File: config.mk
export PLATFORM = sky130hd
export DESIGN_NAME = iscas_bist_harness
export DESIGN_NICKNAME = d
export VERILOG_FILES = /design/src/rtl/iscas_bist_harness.sv
export SDC_FILE = /design/constraint.sdc
export NUM_CORES = 1
export LEC_CHECK = 0
export CORE_MARGIN = 3
export CORE_UTILIZATION = 36
export DETAILED_ROUTE_END_ITERATION = 8
export PLACE_DENSITY = 0.65
export SLEW_MARGIN = 30
export SYNTH_ARGS = -nofsm -noshare
export SYNTH_HDL_FRONTEND = slang
export SYNTH_SLANG_ARGS = --single-unit
export TNS_END_PERCENT = 10
File: constraint.sdc
create_clock -name clk -period 10.2 [get_ports clk]
set_input_delay 2.04 -clock clk [delete_from_list [all_inputs] [get_ports clk]]
set_output_delay 2.04 -clock clk [all_outputs]
set_load 0.05 [all_outputs]
File: src/rtl/iscas_bist_harness.sv
// BIST harness: an LFSR drives the benchmark core's primary inputs, and a MISR compacts
// the core's primary outputs. The final signature is compared against a golden value.
module iscas_bist_harness #(
  parameter int unsigned IN_WIDTH     = 35,
  parameter int unsigned OUT_WIDTH    = 24,
  parameter int unsigned PATTERNS     = 1024,
  parameter int unsigned FLUSH_CYCLES = 16,
  parameter logic [63:0] SEED         = 64'h1,
  parameter logic [31:0] GOLDEN       = 32'h0
) (
  input  logic                 clk,
  input  logic                 rst,
  input  logic                 start,
  output logic                 busy,
  output logic                 done,
  output logic                 pass,
  output logic [31:0]          signature,
  output logic [IN_WIDTH-1:0]  dut_in,
  input  logic [OUT_WIDTH-1:0] dut_out
);

  // A zero seed would lock the LFSR in the all-zero state.
  localparam logic [63:0] SeedEff = (SEED == 64'h0) ? 64'h1 : SEED;
  localparam int unsigned MaxCnt = (PATTERNS > FLUSH_CYCLES) ? PATTERNS : FLUSH_CYCLES;
  localparam int unsigned CntW = $clog2(MaxCnt + 1);
  localparam logic [CntW-1:0] FlushLast = CntW'((FLUSH_CYCLES > 0) ? FLUSH_CYCLES - 1 : 0);
  localparam logic [CntW-1:0] RunLast = CntW'(PATTERNS - 1);

  typedef enum logic [1:0] {StIdle, StFlush, StRun, StDone} state_e;

  state_e          state_q, state_d;
  logic [63:0]     lfsr_q, lfsr_next;
  logic [31:0]     misr_q, misr_next;
  logic [CntW-1:0] cnt_q;
  logic            pass_q;
  logic            launch;

  assign launch    = start && ((state_q == StIdle) || (state_q == StDone));
  assign lfsr_next = {lfsr_q[62:0], lfsr_q[63] ^ lfsr_q[62] ^ lfsr_q[60] ^ lfsr_q[59]};
  assign misr_next = {misr_q[30:0], misr_q[31] ^ misr_q[21] ^ misr_q[1] ^ misr_q[0]}
                     ^ 32'(dut_out);

  always_ff @(posedge clk or posedge rst) begin
    if (rst) state_q <= StIdle;
    else     state_q <= state_d;
  end

  always_comb begin
    state_d = state_q;
    unique case (state_q)
      StIdle, StDone: if (start) state_d = (FLUSH_CYCLES == 0) ? StRun : StFlush;
      StFlush:        if (cnt_q == FlushLast) state_d = StRun;
      StRun:          if (cnt_q == RunLast) state_d = StDone;
      default:        state_d = StIdle;
    endcase
  end

  always_comb begin
    busy = (state_q == StFlush) || (state_q == StRun);
    done = (state_q == StDone);
  end

  always_ff @(posedge clk or posedge rst) begin
    if (rst) begin
      lfsr_q <= SeedEff;
      misr_q <= '0;
      cnt_q  <= '0;
      pass_q <= 1'b0;
    end else if (launch) begin
      lfsr_q <= SeedEff;
      misr_q <= '0;
      cnt_q  <= '0;
      pass_q <= 1'b0;
    end else begin
      case (state_q)
        StFlush: begin
          lfsr_q <= lfsr_next;
          cnt_q  <= (cnt_q == FlushLast) ? '0 : cnt_q + CntW'(1);
        end
        StRun: begin
          lfsr_q <= lfsr_next;
          misr_q <= misr_next;
          // The counter parks on its terminal value; the next launch clears it.
          if (cnt_q == RunLast) pass_q <= (misr_next == GOLDEN);
          else                  cnt_q  <= cnt_q + CntW'(1);
        end
        default: ;
      endcase
    end
  end

  assign pass      = pass_q;
  assign signature = misr_q;
  assign dut_in    = lfsr_q[IN_WIDTH-1:0];

endmodule

# Word-level counts from Yosys, hierarchy flattened
# Index checks and enable logic that the tools add are counted.
# totals
ff_bits	110
output_inout_bits	70
word_cells	51
# classes
add_sub_neg	1
eq_ne	9
muxes	15
bitwise_logic	7
n_reduce_logical	14
# ops
cell	n
$mux 64	2
$mux 32	2
$mux 11	3
$logic_not 32->1	1
$xor 32x24->32	1
$pmux 11 s2	1
$add 11x1->11 const B	1
$eq 11x10->1 const B	1
$eq 11x4->1 const B	1
$mux 2	3
$ne 2x2->1 const B	3
$pmux 2 s3	1
$reduce_bool 2->1	3
$xor 1x1->1	6
$eq 2x2->1 const B	2
$reduce_and 2->1	2
$reduce_or 2->1	2
$mux 1	3
$ne 3x3->1 const B	1
$reduce_and 3->1	1
$reduce_bool 3->1	1
$eq 2x1->1 const B	1
$logic_not 2->1	1
$logic_or 1x1->1	2
$logic_and 1x1->1	1

# Depth between registers and ports, before layout
# depth
depth_word	8
depth_mapped	8
ltp_nobuf	7

# Worst setup path after synthesis
# Ideal clock, no wire load.
# synth_path
path_type	flip-flop to output port
from	reg state_q[0]
to	out busy
t_arrival_ns	1.874
required_ns	8.160
setup_slack_ns	6.286
stages_incl_launch_ff	7
cell_sequence	dfrtp_1 > inv_1 > ha_1 > clkbuf_1 > inv_1 > clkbuf_1 > clkbuf_1
# synth_via
elab_chain_len	2
elab_cells_between_ends	3
cone_classes	eq/ne: 2; reduce/logical: 1
# synth_rtl
item	line	rtl
from (decl)	31	state_e state_q, state_d;
from (signal assigned)	44	if (rst) state_q <= StIdle;
from (signal assigned)	45	else state_q <= state_d;
$eq 2x1->1 or $eq 2x2->1 (tied branches)	59	busy = (state_q == StFlush) || (state_q == StRun);
$logic_or 1x1->1 (*)	59	
to (decl)	14	output logic busy,
# Every way passes the cells marked *; elsewhere a longest branch is shown, timed or not.

# Final worst setup path
# Same ends and word-level chain as after synthesis.

==> impl_metrics.toml <==
[sta]
setup_tns_ns = 0
grt_setup_unrepaired = "false"
clock_skew_ns = 0.006353
final.min_clock_period_ns = 4.264
period_share = 0.4181
fmax_mhz = 234.5
max-slew-margin-rel = 0.5571
tightest_slew_ns = 0.6643
finalHoldViolations = 0
maxSlewViolCount = 0
timing.hold.ws_ns = 0.4802
setup_violations = 0

[global_route]
antenna_found_initial = 0
grt_busiest_layer = "met2"
grt_usage = 0.1373
met3_usage = 0.03173
grt_pass1_wl_um = 17670
grt_overflow = 0
grt_use_met2 = 0.2080
grt_start_max_net_pins = 77
grt_pass1_vias = 3402
use_met1 = 0.1927

[floorplanning]
rows = 42
dieArea_mm2 = 0.01547
pin_count = 97
die_w_um = 124.4
chipHeight_um = 124.4
core_mm2 = 0.01345
start_util = 0.3750

[critical_path]
arrival_ns = 2.22
start_kind = "register"
end_kind = "primary output"
cp_max_fo = 26
path_class = "register to primary output"
worst_ep_required_time_ns = 8.16

[clock_tree]
htreeDepth = 3
ctsHoldBuffers = 0
post-cts-setup-buffers = 0
root_buffer = "clkbuf_16"
numCtsBuffers = 9
clock-sinks = 110
cts_tree = "done"
ctsLongestPathBuffers = 2
clk_latency_ns = 0.35
cts_resized = 0
path_clk_slew_ns = 0.08

[final_layout]
finalNetCount = 529
syn_to_final_growth_pct = 23.12
layout-drive-gt1-share = 0.07171
diodes = 0

[route]
drcViolationCount = 0
drt-vias-per-instance = 5.115
postRouteAntennaNets = 0
vias = 3468
drt_iter0_drc = 236
wirelength_um = 10590
dr.pass1.iters = 4
wl_per_cell_um = 15.61

[pwr]
power_leakage_nw = 2.576
p_per_area_mw_per_mm2 = 305.8
peakVddDrop_v = 0.0003225

[min_path]
hold_class = "register to register"

[yosys]
synth_warnings = 0
ys.flop_type = "dfrtp_1"
avgSynthCellArea_um2 = 11.24
synth.most_common_cell = "dfrtp_1"
ys_ff_latch = 110
yosys.cell_types.count = 43
yosys-top-cells-area = "dfrtp_1, a22o_1, buf_4, xnor2_1, o2bb2ai_1"
synth_edf_count = 0
synthCells = 449
synth_top_cell_area_share = 0.5407
synth_top_cell_by_area = "dfrtp_1"
synth_commonest_cells = "dfrtp_1, a22o_1, nor2_1"
yosysSeqAreaShare = 0.5459
syn_nets = 481
netlist_area_mm2 = 0.005045
async_flop_share = 1.000

[placed_design]
io_buffers = 96
gp_congestion = 0.7903
dpl.hpwl_um = 6964

[run]
max-cap-violations = 0

[status]
status = "complete, no violations"
[power by group]
group | internal, mW | switching [mW]
Clock | 0.177 | 0.170
Sequential | 0.518 | 0.0824
Combinational | 0.310 | 0.642
[worst paths after layout]
check                                  startpoint  slack, ns  cells past startpoint                   endpoint
max                        state_q[0]$_DFFE_PP0P_       5.94                      4                       busy
min                        lfsr_q[40]$_DFFE_PP0P_       0.48                      1     lfsr_q[41]$_DFFE_PP0P_
max in group asynchronous                     rst       7.16                      3     lfsr_q[51]$_DFFE_PP0P_
min reg2reg                lfsr_q[40]$_DFFE_PP0P_       0.48                      1     lfsr_q[41]$_DFFE_PP0P_
max reg2reg                state_q[0]$_DFFE_PP0P_       7.51                      8       cnt_q[8]$_DFFE_PP0P_
min in group asynchronous                     rst       2.05                      2  signature[30]$_DFFE_PP0P_
[registers in the layout, summed over array words and instances (netlist names)]
register,cells
cnt_q,11
pass,1
signature,32
lfsr_q,64
state_q,2
[through the flow]
| step | util | setup slack [ns] | instance area, µm² | instances | power, mW |
|---|---|---|---|---|---|
| after floorplan | - | 5.259 | 5045 | 449 | 1.303 |
| after global placement | 0.4382 | 5.813 | 5894 | 661 | 1.540 |
| after detailed placement | 0.4382 | 5.723 | 5894 | 661 | 1.550 |
| after CTS | 0.4597 | 5.896 | 6185 | 677 | 1.902 |
| after global routing | 0.4617 | 5.803 | 6211 | 678 | 2.005 |
| final | 0.4617 | 5.936 | 6211 | 678 | 1.900 |
[metal layers]
layer / vias up / part of all wire
met1: 1729 / 0.47
met2: 59 / 0.47
met4: 0 / 0.019
met3: 14 / 0.033
li1: 1666 / -
met5: - / 0
[cell usage in the layout (no fill, tap or decap), drive strengths merged, types with 5 or more instances in the layout]
| cell | synthesis | routed |
|---|---|---|
| clkbuf | 22 | 10 |
| ha | 5 | 5 |
| clkdlybuf4s50 | 0 | 95 |
| nand4 | 8 | 8 |
| o31ai | 6 | 6 |
| buf | 42 | 6 |
| nand3 | 5 | 5 |
| o21ai | 10 | 10 |
| nand2 | 36 | 36 |
| mux2i | 9 | 9 |
| a211oi | 23 | 23 |
| nor2 | 37 | 37 |
| o2bb2ai | 22 | 22 |
| inv | 8 | 12 |
| dfrtp | 109 | 109 |
| xnor2 | 29 | 29 |
| a22o | 41 | 41 |
[critical path, stage by stage (launching register included)]
cell and delay, ns:
dfrtp_1 0.42, inv_1 0.07, ha_2 0.61, inv_2 0.06, clkdlybuf4s50_1 0.71
[final cells by class]
cell class,count,area [µm²]
clock inverter,6,51.30
inverter,8,32.53
clock buffer,10,239.0
tap,176,220.2
sequential,110,2754
multi-input combinational,267,1897
fill,1261,7242
timing repair buffer,101,1017
[cells by family (layout without fill, tap and decap cells)]
family | count (synthesis) | count (layout) | synth area share
muxes | 9 | 9 | 0.01786
DFF | 110 | 110 | 0.5459
adders and majority gates | 5 | 5 | 0.01240
AOI/OAI and AO/OA | 116 | 116 | 0.1917
and+or+nand+nor | 104 | 104 | 0.09474
xor gates and xnor gates | 33 | 33 | 0.05729
buffers and inverters | 72 | 125 | 0.08011
Note: power is estimated with default switching activity, not from simulation.
